==> config.mk <==
export PLATFORM = sky130hd
export DESIGN_NAME = avalon
export DESIGN_NICKNAME = d
export VERILOG_FILES = /design/src/rtl/avalon.sv
export SDC_FILE = /design/constraint.sdc
export NUM_CORES = 1
export LEC_CHECK = 0
export ABC_AREA = 1
export CORE_MARGIN = 3
export CORE_UTILIZATION = 27
export DETAILED_ROUTE_END_ITERATION = 10
export GPL_TIMING_DRIVEN = 0
export PLACE_DENSITY = 0.5
export SYNTH_ARGS = -nofsm -noshare
export SYNTH_HDL_FRONTEND = slang
export SYNTH_SLANG_ARGS = --single-unit
==> constraint.sdc <==
create_clock -name clk -period 13.84 [get_ports clk]
set_clock_uncertainty 0.1 [all_clocks]
set_input_delay 2.076 -clock clk [delete_from_list [all_inputs] [get_ports clk]]
set_output_delay 2.076 -clock clk [all_outputs]
set_load 0.02 [all_outputs]
==> src/rtl/avalon.sv <==
// Status timing adapter: buffers {data, error} beats from a non-stallable source in a first-word-fall-through FIFO.
// Latency: 1 cycle from an accepted in_valid to out_valid; outputs come from registered state only.
// Backpressure: out_ready stalls the head; when full with no pop, the beat is dropped, pulsed on overflow and counted.
module avalon #(
    parameter int DATA_W = 40,
    parameter int ERR_W  = 7,
    parameter int DEPTH  = 4,
    parameter int AW     = 2,
    parameter int CNT_W  = 16
) (
    input  logic              clk,
    input  logic              reset,
    input  logic              in_valid,
    input  logic [DATA_W-1:0] in_data,
    input  logic [ERR_W-1:0]  in_error,
    output logic              out_valid,
    output logic [DATA_W-1:0] out_data,
    output logic [ERR_W-1:0]  out_error,
    input  logic              out_ready,
    output logic [AW:0]       fill_level,
    output logic              overflow,
    output logic [CNT_W-1:0]  drop_count
);
    localparam int PW = DATA_W + ERR_W;

    logic [PW-1:0] mem [DEPTH];
    logic [AW-1:0] wp;
    logic [AW-1:0] rp;
    logic          full;
    logic          push;
    logic          pop;
    logic          drop;

    assign full      = (fill_level == (AW+1)'(DEPTH));
    assign out_valid = (fill_level != '0);
    assign pop       = out_valid & out_ready;
    // A full FIFO still accepts a beat when the head leaves on the same edge.
    assign push      = in_valid & (~full | pop);
    assign drop      = in_valid & ~push;

    assign {out_data, out_error} = mem[rp];

    always_ff @(posedge clk or posedge reset) begin
        if (reset) begin
            wp         <= '0;
            rp         <= '0;
            fill_level <= '0;
            overflow   <= 1'b0;
            drop_count <= '0;
            for (int i = 0; i < DEPTH; i++) begin
                mem[i] <= '0;
            end
        end else begin
            if (push) begin
                mem[wp] <= {in_data, in_error};
                wp      <= wp + 1'b1;
            end
            if (pop) begin
                rp <= rp + 1'b1;
            end
            case ({push, pop})
                2'b10:   fill_level <= fill_level + 1'b1;
                2'b01:   fill_level <= fill_level - 1'b1;
                default: fill_level <= fill_level;
            endcase
            overflow <= drop;
            if (drop && (drop_count != '1)) begin
                drop_count <= drop_count + 1'b1;
            end
        end
    end
endmodule

==> impl_metrics.csv, run 1 <==
group,metric,value,unit
outcome,status,"complete, no violations",
timing,setup_viol,0,
floorplan,io_pins,119,
synthesis,synth_top_area_share,52.9,%
timing,setup_tns,0,ns
setup_path,cp-end-kind,"output pin",
timing,slew_violations,0,
global_route,grt.busiest_layer,"met2",
synthesis,synth_area,0.0100,mm^2
pwr,p_leak,5.81,nW
clock_network,cts_buffer_depth,3,
setup_path,critPathMaxStageDelay,0.67,ns
route,vias,9038,
job,cap_violations,0,
route,vias_per_cell,4.78,
place,placed_area,0.0118,mm^2
place,gp_congestion,0.790,
timing,worst_slack,8.39,ns
global_route,met2_usage,28.6,%
route,drtIter0Drc,705,
global_route,grt_overflow,0,
synthesis,syn_area_per_cell,7.90,um^2
place,dp_slack,8.99,ns
layout,design_area,0.0126,mm^2
route,drc_errors,0,
clock_network,cts_buffers,25,
layout,fillCellCount,3850,
setup_path,crit_arrival,3.28,ns
timing,period_minus_slack,5.45,ns
timing,timing.fmax,183,MHz
setup_path,cp.required,11.66,ns
layout,instances_no_fill,1891,
setup_path,critPathKind,"reg -> out",
floorplan,die_x,199,um
pwr,irDropWorstVdd,0.0956,mV
layout,nets,1472,
synthesis,synth_cell_types,25,
clock_network,ctsHtreeMaxLevel,1,
synthesis,synthCells,1269,
floorplan,rows,69,
timing,slew_headroom,52.1,%
clock_network,ctsHoldBuffers,0,
layout,syn_to_final_growth,25.8,%
clock_network,cts_root_buf,"clkbuf_16",
clock_network,worstSkewPairLatency,0.53,ns
synthesis,synth_most_common_cell,"nand2_1",
setup_path,cpMostUsedCell,"clkbuf_1",
timing,grt_setup_unrepaired,"no",
synthesis,syn-num-nets,1326,
synthesis,synth.area.top_cells,"dfrtp_1 (53%), nand2_1 (17%), o21ai_0 (13%), nor2_1 (4.5%), o22ai_1 (2.9%)",
clock_network,cts.clk_slew.worst_paths,0.06,ns
layout,seqCellArea,0.00531,mm^2
place,portBuffers,118,
synthesis,ys_seq_area_share,52.9,%
floorplan,initial_core_util,27.8,%
timing,finalHoldViolCount,0,
layout,antennaDiodeCount,0,
pwr,power_density,253,mW/mm^2
synthesis,yosys_most_used_dff,"dfrtp_1",
synthesis,ys_ff_latch,212,
synthesis,ys_warn_count,0,
global_route,grt.met3_usage,2.15,%
place,placed_cells,1849,
global_route,grt_util_all_layers,17.5,%
setup_path,critPathTopFamily,"buffers and inverters",
floorplan,core-area,0.0361,mm^2
clock_network,ctsResizeCount,0,
floorplan,design.die.area,0.0395,mm^2
setup_path,cp-start-kind,"flop",
place,hpwl,22.8,mm
global_route,grt_pass1_vias,9216,
setup_path,crit_slowest_cell,"clkdlybuf4s50_1",
synthesis,async_flop_share,100,%
synthesis,synth_top_cell_by_area,"dfrtp_1",
layout,drive_gt1_share,5.59,%
global_route,antenna_found_initial,0,
synthesis,synth_common_cells,"nand2_1 (451), o21ai_0 (268), dfrtp_1 (212), nor2_1 (119), clkbuf_1 (62)",
clock_network,cts.sinks,212,
route,wire_per_inst,18.1,um
floorplan,die_y,199,um
route,drt_pass1_iterations,5,
timing,post-route-period-util,39.4,%
setup_path,path_buf_inv,4,
setup_path,crit_fanout,10,
clock_network,cts_tree,"built",
layout,multiInputGateArea,0.00420,mm^2
global_route,use_met1,24.9,%
synthesis,synth-edff-count,0,
global_route,grt_start_max_net_pins,117,
route,wl,34.2,mm
min_path,min_path_type,"reg -> reg",
timing,worstMarginPinSlew,0.718,ns
setup_path,crit_chain,"inv_1, clkbuf_1, clkbuf_1, o21ai_0, o22ai_1, clkdlybuf4s50_1",
global_route,grt_first_pass_wirelength,54.4,mm
clock_network,cts_setup_buffers,0,
route,ant_nets,0,
[power by group]
group	switching (mW)	internal, mW
combinational	0.980	0.547
clock	0.262	0.389
sequential	0.127	0.886
[metal layers]
| metal | wire length, um | vias up | part of all wire, % |
|---|---|---|---|
| met5 | 0 | - | 0 |
| met4 | 727 | 0 | 2.1 |
| met3 | 1440 | 48 | 4.2 |
| met2 | 15700 | 221 | 46 |
| met1 | 16400 | 4343 | 48 |
| li1 | - | 4426 | - |
[per-stage QoR]
step / utilization [%] / hold WS (ns) / power [mW]
CTS: 34.9 / 0.376 / 3.23
global route: 34.9 / 0.399 / 3.44
finish: 34.9 / 0.372 / 3.19
global placement: 32.6 / 0.358 / 2.54
detailed placement: 32.7 / 0.363 / 2.56
floorplan: - / 0.345 / 1.88
[worst paths after layout]
kind / cells past startpoint / slack, ns / endpoint / from
max: 6 / 8.39 / out_data[35] / rp[1]
min: 2 / 0.37 / mem[61] / mem[61]
max reg2reg: 9 / 11.62 / mem[74] / wp[0]
min reg2reg: 2 / 0.37 / mem[61] / mem[61]
max in group asynchronous: 3 / 10.58 / mem[16] / reset
min in group asynchronous: 2 / 1.99 / fill_level[1] / reset
[registers in the layout, summed over array words and instances, names as in the netlist]
| register | count |
|---|---|
| fill_level | 3 |
| overflow | 1 |
| rp | 2 |
| mem | 188 |
| drop_count | 16 |
| wp | 2 |
[final cells by class]
type / instances / area share, %
buffer: 93 / 3.42
clock buffer: 36 / 5.61
clock inverter: 6 / 0.665
inverter: 22 / 0.735
tap: 461 / 4.58
timing repair buffer: 119 / 9.59
sequential: 212 / 42.1
multi-input combinational: 942 / 33.3
[placed cells by master, fill, tap and decap left out, types with 3 or more instances in the layout]
master	count
inv_2	5
clkbuf_16	25
clkdlybuf4s50_1	118
o21ai_1	18
nand2_2	3
buf_2	17
nand2_1	451
clkbuf_8	4
xnor2_1	10
inv_1	15
clkbuf_1	69
a21oi_1	3
buf_4	12
o22ai_1	47
clkinv_2	3
nor2_1	119
nand3_1	6
xor2_1	4
dfrtp_1	212
o21ai_0	268
ha_1	5
[tightest hold or removal path, stage by stage (launching register included)]
cell	delay, ns
dfrtp_1	0.33
o21ai_1	0.06
nand2_1	0.05
[cell families (layout without fill, tap and decap cells)]
| kind of cell | count (synthesis) | in the layout | share of synthesized area [%] |
|---|---|---|---|
| fa+ha+maj | 6 | 6 | 0.824 |
| compound gates | 336 | 336 | 17.4 |
| simple gates | 586 | 586 | 22.5 |
| xor+xnor | 14 | 14 | 1.22 |
| buf+inv | 115 | 276 | 5.14 |
| flops | 212 | 212 | 52.9 |
(Power assumes the default switching activity.)
==> run 2, diff against run 1 <==
Settings changed: PLACE_DENSITY 0.5 to 0.51.
Clock period 13.84 ns to 4.9 ns, I/O delays scaled along.
==> run 2 against run 1 <==
Net effect:
- first-iteration DRC count down 17%
- non-clock buffer count up 5
- routed wire length up 0.24%
- count of clock-buffer cells in the layout up 2
- sequential cell count unchanged
- worst setup slack worse by 7.6 ns
- sequential share of layout area down 0.35 points
- combinational power rose to 2.8 times the previous value
- clock power rose to 2.8 times the previous value
- total power rose to 2.8 times the previous value
- register-to-register slack worse by 8.9 ns
- critical endpoint is now out_data[38]
==> impl_metrics.csv, run 2 (same netlist as run 1, synthesis figures left out) <==
group,metric,value,unit
layout,nets,1478,
layout,syn_to_final_growth,26.8,%
route,vias,9073,
timing,grt_setup_unrepaired,"no",
layout,instances_no_fill,1900,
global_route,grt_pass1_vias,9113,
min_path,min_path_type,"reg -> reg",
clock_network,cts_buffer_depth,3,
floorplan,io_pins,119,
pwr,p_sw_share,43.1,%
layout,largest_register_ffs,188,
layout,top_register,"mem",
pwr,clock_power_share,20.1,%
clock_network,ctsHtreeMaxLevel,1,
route,ant_nets,0,
global_route,grt_util_all_layers,17.4,%
floorplan,die_x,199,um
pwr,power_density,708,mW/mm^2
setup_path,timing.rr.start,"wp[0]",
route,wire_per_inst,18.1,um
floorplan,core-area,0.0361,mm^2
route,vias_per_cell,4.78,
global_route,grt_overflow,0,
place,hpwl,23.3,mm
clock_network,worstSkewPairLatency,0.52,ns
pwr,sequentialPowerShare,31.8,%
timing,worstMarginPinSlew,0.676,ns
setup_path,critPathKind,"reg -> out",
pwr,irDropWorstVdd,0.278,mV
timing,setup_tns,0,ns
layout,layout_common_cells,"nand2_1 (451), o21ai_0 (268), dfrtp_1 (212)",
route,wl,34.3,mm
clock_network,cts_setup_buffers,0,
timing,setup_viol,0,
layout,final_common_cell,"nand2_1",
setup_path,crit_fanout,10,
timing,slew_violations,0,
layout,drive_gt1_share,6.18,%
setup_path,cp.required,4.07,ns
layout,multiInputGateArea,0.00420,mm^2
floorplan,rows,69,
pwr,finalPower,9.00,mW
timing,post-route-period-util,84.2,%
pwr,p_leak,5.86,nW
layout,seqCellArea,0.00531,mm^2
floorplan,initial_core_util,27.8,%
clock_network,cts.clk_slew.worst_paths,0.06,ns
clock_network,cts.sinks,212,
clock_network,cts_buffers,26,
job,cap_violations,0,
timing,slew_headroom,55.0,%
pwr,p_int,5.12,mW
pwr,power_switching,3.88,mW
place,gp_congestion,0.796,
pwr,comb_power_share,48.1,%
layout,reg_top3,"mem x188, drop_count x16, fill_level x3",
floorplan,die_y,199,um
global_route,grt_start_max_net_pins,41,
timing,period_minus_slack,4.13,ns
place,placed_cells,1854,
place,dp_slack,1.32,ns
global_route,grt_first_pass_wirelength,53.9,mm
route,drtIter0Drc,584,
timing,finalHoldViolCount,0,
min_path,min-delay-start,"mem[53]",
place,portBuffers,118,
route,drc_errors,0,
setup_path,startpoint,"rp[0]",
clock_network,ctsHoldBuffers,0,
clock_network,cts_root_buf,"clkbuf_16",
timing,worst_slack,0.773,ns
clock_network,cts_tree,"built",
timing,timing.fmax,242,MHz
outcome,status,"complete, no violations",
route,drt_pass1_iterations,5,
setup_path,crit_arrival,3.29,ns
floorplan,design.die.area,0.0395,mm^2
layout,fillCellCount,3806,
setup_path,cp-end-kind,"output pin",
setup_path,cp-start-kind,"flop",
layout,antennaDiodeCount,0,
clock_network,ctsResizeCount,0,
global_route,antenna_found_initial,0,
[run 2: through the flow]
stage	hold WS, ns	util [%]	cell area, um^2
floorplan	0.345	-	10000
global placement	0.356	32.6	11800
detailed placement	0.364	33.0	11900
CTS	0.376	35.2	12700
global route	0.391	35.2	12700
finish	0.374	35.2	12700
[run 2: critical path: stages (launching register included)]
cell,delay (ns)
dfrtp_1,0.51
inv_1,0.21
buf_2,0.31
clkbuf_1,0.52
o21ai_0,0.17
o22ai_1,0.35
clkdlybuf4s50_1,0.69
[run 2: final cells by class]
cell class	count	area share, %
inverters	22	0.699
plain buffers	93	3.39
multi-input cells	942	33.0
clock inverters	8	0.335
well taps	461	4.54
flip-flops and latches	212	41.7
clock buffers	38	5.96
repair buffers	124	10.3
[run 2: layer usage]
layer  vias to the layer above  GRT usage (%)  share of wire, %
met5                         -              0                 0
met4                         0           3.41               1.7
met3                        35           2.34               4.6
met2                       210           28.5                46
met1                      4376           24.8                48
li1                       4452              -                 -
[run 2: path summary, 6_finish.rpt]
kind	endpoint	slack (ns)	cells after the start
setup / recovery	out_data[38]	0.77	6
min in group asynchronous	mem[144]	0.50	2
setup reg to reg	mem[143]	2.68	9
max in group asynchronous	mem[171]	3.36	4
hold / removal	mem[53]	0.37	2
hold reg to reg	mem[53]	0.37	2
[run 2: power by group through the flow]
stage	combinational (mW)	sequential [mW]	clock, mW
after detailed placement	4.37	2.89	0
after floorplan	2.49	2.81	0
after global placement	4.32	2.87	0
after CTS	4.38	2.86	1.86
after global routing	4.81	2.96	1.94
final	4.33	2.86	1.81
==> run 3, diff against run 2 <==
Settings changed: PLACE_DENSITY 0.51 to 0.5.
Clock period 4.9 ns to 4.1 ns, I/O delays scaled along.
==> run 3 against run 2 <==
Net effect:
- total power increased by 24%
- cell count up 0.11%
- design area grew 1.2%
- count of clock-buffer cells in the layout rose by 3
- sequential power grew 20%
- combinational power grew 19%
- highest routed layer unchanged
- largest cell class unchanged
- routed wire length increased by 0.39%
==> impl_metrics.csv, run 3 (same netlist as run 1, synthesis figures left out) <==
group,metric,value,unit
route,ant_nets,0,
timing,slew_headroom,54.3,%
setup_path,critPathTopFamily,"buffers and inverters",
place,portBuffers,118,
pwr,irDropWorstVdd,0.310,mV
layout,reg_top3,"mem x188, drop_count x16, fill_level x3",
clock_network,cts_tree,"built",
setup_path,path_buf_inv,4,
layout,nets,1478,
timing,post-route-period-util,98.2,%
route,drc_errors,0,
place,hpwl,23.4,mm
timing,slew_violations,0,
layout,top_register,"mem",
global_route,antenna_found_initial,0,
job,cap_violations,0,
setup_path,cpMostUsedCell,"clkbuf_1",
layout,antennaDiodeCount,0,
route,vias,9185,
place,gp_congestion,0.806,
clock_network,worstSkewPairLatency,0.53,ns
timing,timing.fmax,248,MHz
timing,finalHoldViolCount,0,
global_route,grt_pass1_vias,9214,
clock_network,ctsHtreeMaxLevel,1,
layout,final_common_cell,"nand2_1",
outcome,status,"complete, no violations",
route,drtIter0Drc,739,
setup_path,cp-end-kind,"output pin",
timing,setup_viol,0,
layout,drive_gt1_share,6.52,%
setup_path,crit_slowest_cell,"clkdlybuf4s50_1",
route,drt_pass1_iterations,5,
floorplan,design.die.area,0.0395,mm^2
global_route,grt_util_all_layers,17.4,%
setup_path,critPathMaxStageDelay,0.70,ns
floorplan,core-area,0.0361,mm^2
timing,worstMarginPinSlew,0.686,ns
setup_path,critPathKind,"reg -> out",
place,placed_cells,1854,
setup_path,crit_arrival,3.31,ns
clock_network,cts.clk_slew.worst_paths,0.06,ns
layout,design_area,0.0129,mm^2
floorplan,die_x,199,um
route,wire_per_inst,18.1,um
layout,largest_register_ffs,188,
floorplan,io_pins,119,
timing,timing.hold.ws,0.374,ns
timing,period_minus_slack,4.02,ns
layout,layout_common_cells,"nand2_1 (451), o21ai_0 (268), dfrtp_1 (212)",
place,placed_area,0.0119,mm^2
floorplan,rows,69,
clock_network,cts_buffer_depth,3,
global_route,grt_start_max_net_pins,39,
route,wl,34.4,mm
floorplan,die_y,199,um
layout,syn_to_final_growth,28.4,%
clock_network,cts_root_buf,"clkbuf_16",
pwr,power_density,866,mW/mm^2
setup_path,r2r_slack,1.82,ns
setup_path,cp-start-kind,"flop",
global_route,grt_first_pass_wirelength,54.3,mm
layout,fillCellCount,3787,
min_path,min_path_type,"in -> async",
timing,grt_setup_unrepaired,"no",
setup_path,rr_endpoint,"mem[145]",
global_route,grt_overflow,0,
floorplan,initial_core_util,27.8,%
route,vias_per_cell,4.83,
pwr,p_leak,5.93,nW
setup_path,timing.rr.start,"wp[0]",
clock_network,cts_buffers,26,
setup_path,reg2reg_depth,9,
setup_path,crit_fanout,10,
setup_path,cp.required,3.38,ns
layout,instances_no_fill,1902,
clock_network,cts.sinks,212,
setup_path,crit_chain,"inv_1, clkbuf_1, clkbuf_1, o21ai_0, o22ai_1, clkdlybuf4s50_1",
==> run 3: what timing repair did <==
action                                  in CTS  in global routing
hold buffers                                 0                  0
gates resized for setup                      0                  2
buffers inserted                             0                  0
endpoints found under the setup margin       0                  1
==> run 3: worst max path at each step <==
| stage | from | endpoint | slack [ns] | cells after the start |
|---|---|---|---|---|
| after CTS | rp[0] | out_data[38] | 0.10 | 6 |
| after detailed placement | rp[0] | out_data[38] | 0.70 | 6 |
| after floorplan | reset | drop_count[0] | 0.63 | 1 |
| final | rp[1] | out_data[38] | 0.08 | 6 |
| after global placement | reset | mem[164] | -1.37 | 2 |
| after global routing | rp[1] | out_data[38] | 0.02 | 6 |
==> run 3: area by class of cell <==
type                       instances  area (um^2)  share of cell area (%)
buffer                            93          432                    3.36
clock buffer                      41          818                    6.36
clock inverter                     7          141                    1.10
inverter                          22         88.8                   0.691
multi-input combinational        942         4200                    32.6
sequential                       212         5310                    41.2
tap                              461          577                    4.48
timing repair buffer             124         1300                    10.1
==> run 3: where the power goes <==
part           switching [mW]  internal, mW  leakage (nW)  total [mW]
registers               0.424          2.99          2.67        3.42
clock network           0.938          1.61         0.468        2.55
logic                    3.31          1.86          2.79        5.17
total                    4.68          6.46          5.93        11.1
==> run 3: routing by layer <==
metal | track usage (%) | routed length, um
met5 | 0 | 0
met2 | 28.3 | 15900
met1 | 24.7 | 15900
met4 | 4.48 | 784
met3 | 2.30 | 1800
==> run 3: through the flow <==
step	utilization, %	setup WS [ns]	total power, mW	TNS, ns
final	35.6	0.0755	11.1	0
after global routing	35.6	0.0232	12.0	0
after CTS	35.6	0.104	11.2	0
after detailed placement	33.0	0.703	8.65	0
after global placement	32.6	-1.37	8.59	-286.27
after floorplan	-	0.629	6.33	0
==> RTL edit (config.mk and constraints of run 2) <==
The parameter `DEPTH` goes from 4 to 8.
--- a/src/rtl/avalon.sv
+++ b/src/rtl/avalon.sv
@@ -5,5 +5,5 @@
     parameter int DATA_W = 40,
     parameter int ERR_W  = 7,
-    parameter int DEPTH  = 4,
+    parameter int DEPTH  = 8,
     parameter int AW     = 2,
     parameter int CNT_W  = 16
Function: changed (Yosys sat finds a counterexample within 4 cycles, from zero or initial values and one cycle with reset high).
==> RTL edit against run 2 <==
  * Worst setup slack gained 0.38 ns
  * Synthesized area is 1.0% higher
  * Wire length fell by 0.58%
  * Design area up 1.9%
  * Die area up 1.0%
  * Hold slack better by 0.0022 ns
  * Sequential cell count stayed put
  * Combinational power grew 4.6%
  * Cell count rose by 0.84%
  * Total power rose by 5.4%
  * Sequential share of layout area shrank 0.78 points
  * Core utilization about the same
  * Via count up 0.53%
  * Largest cell class unchanged
==> RTL edit: results (changes against run 2) <==
Parameter                              Value

Status
  Outcome ... complete, no violations

Worst setup path
  Destination of the critical timing path ... out_data[30]
  Worst r2r path cells ... 11 (+2)
  R2r startpoint ... fill_level[0]
  Worst path arrival time ... 2.92 ns (-0.37 ns)
  Reg-to-reg setup timing slack ... 2.41 ns (-0.27 ns)
  Critical path peak fanout ... 10 (unchanged)
  Capture point of the worst reg-to-reg path ... fill_level[2]

Cells and area
  Post-synthesis to final-layout area growth ... 27.90%
  Biggest regs ... mem: 188 flops, drop_count: 16 flops, fill_level: 3 flops
  Nets@finish ... 1486 (+0.54%)
  Non-clock inverter total of the final layout ... 31 (+41%)
  ClkCell Share ... 0.07217 (+0.009262)
  Multi-input gate share of total cell area ... 0.3263 (-0.004133)
  Number of filler cells placed in the layout ... 3880 (+1.9%)
  Combined flip-flop and latch cell area ... 5305 um^2 (unchanged)
  Number of cells in the finished layout apart from fillers ... 1916 (+0.84%)
  Number of clock buffers in the layout ... 41 (+7.9%)
  Multi-input gates ... 938 (-0.42%)
  Antenna Cells ... 0 (unchanged)
  Non-clock buffer share of cell area ... 0.1372 (+0.0003462)
  Layout cells sized above 1 ... 0.08633 (+0.02448)

Placed design
  HPWL reported at the end of detailed placement ... 23570 um (+1.2%)
  Dpl ws ... 1.717 ns (+0.3946 ns)
  Routability-driven placement congestion ratio ... 0.8013 (+0.72%)
  Placement Cell Area ... 12020 um^2 (+0.89%)

Clock network
  Total clock buffers created by CTS ... 28 (+7.7%)
  Register clock-pin slew on the reported worst setup and hold paths ... 0.06 ns (about the same)
  Post-CTS Resized ... 0 (unchanged)
  Clk_lat worst skew ... 0.54 ns (+0.02 ns)
  Htree depth ... 1 (unchanged)

Yosys
  Post-Synthesis Mean Instance Area ... 7.947 um^2 (+0.65%)
  Post-synthesis sequential area ratio ... 0.5240 (-0.005496)
  Synth Area in Compound Gates ... 0.1739 (+0.0001741)
  Netlist cell types ... 30 (+20%)
  Top cells by instance count after synthesis ... nand2_1, o21ai_0, dfrtp_1
  Largest cells by area after synthesis ... dfrtp_1, nand2_1, o21ai_0
  Net Count, Synth ... 1332 (+0.45%)
  Synth Area in Adders ... 0.009392 (+0.001150)
  Share of synthesized registers carrying an async set or reset ... 1.000 (unchanged)
  Share of the synthesized netlist area taken by xor and xnor gates ... 0.008651 (-0.003587)

Timing
  Max frequency ... 266.5 MHz (+10%)
  Slew at the pin with the worst max-slew slack ... 0.6911 ns (+0.01539 ns)

Routing
  Total detailed-routing wirelength ... 34100 um (-0.58%)
  Count of vias placed by the detailed router ... 9121 (+0.53%)
  Detailed router's first-iteration violation count ... 610 (+4.5%)

GRT
  Global-route wire length before repair ... 53970 um (+0.22%)
  Via count of the first global-routing pass ... 9235 (+1.3%)
  Aggregate global-route resource usage ... 0.1724 (-0.001317)
  Pin count of the biggest net entering global routing ... 39 (-4.9%)

Power and ir drop
  Peak supply drop ... 0.3899 mV (+40%)
  Lkg Pwr ... 5.983 nW (+2.2%)
  Switching Fraction ... 0.4273 (-0.003904)

Worst hold path
  Path class of the lowest-slack min-delay path ... register to register

Die
  Tap cells ... 468 (+1.5%)
## RTL edit: cell count changes in the layout (fill, tap and decap cells not counted), sizes merged, moves of 2 or more
| cell | run 2 | this run |
|---|---|---|
| inv | 21 | 31 |
| xnor2 | 10 | 2 |
| nand4 | 2 | 4 |
| clkbuf | 100 | 86 |
| o21ai | 286 | 291 |
| clkinv | 7 | 5 |
| nor2 | 119 | 121 |
| xor2 | 4 | 8 |
| nand2 | 455 | 449 |
| buf | 37 | 54 |
| bufinv | 0 | 3 |
## RTL edit: worst max-delay path, cell delays in order, from the launching register on
cell,delay (ns)
dfrtp_1,0.44
buf_2,0.30
clkbuf_1,0.56
nor2_1,0.12
o22ai_1,0.28
clkdlybuf4s50_1,0.67
## RTL edit: per-layer routing
metal / routed length (um) / track usage / vias up
met4: 873 / 0.04885 / 0
li1: - / - / 4462
met2: 15640 / 0.2744 / 250
met5: 0 / 0 / -
met3: 1676 / 0.02175 / 55
met1: 15910 / 0.2475 / 4354
## RTL edit: power groups by stage
stage | sequential, W | combinational [W] | clock (W)
floorplan | 0.00285 | 0.00263 | 0
global placement | 0.00289 | 0.00452 | 0
detailed placement | 0.00291 | 0.00457 | 0
finish | 0.00288 | 0.00453 | 0.00207
global route | 0.00298 | 0.00503 | 0.00220
CTS | 0.00288 | 0.00459 | 0.00212
## RTL edit: how the worst min path moves through the flow
stage | from | cells past startpoint | to | slack [ns]
global placement | mem[252] | 2 | mem[252] | 0.36
global route | mem[252] | 2 | mem[252] | 0.40
CTS | mem[253] | 2 | mem[253] | 0.38
floorplan | mem[248] | 2 | mem[248] | 0.34
finish | mem[253] | 2 | mem[253] | 0.38
detailed placement | mem[253] | 2 | mem[253] | 0.37
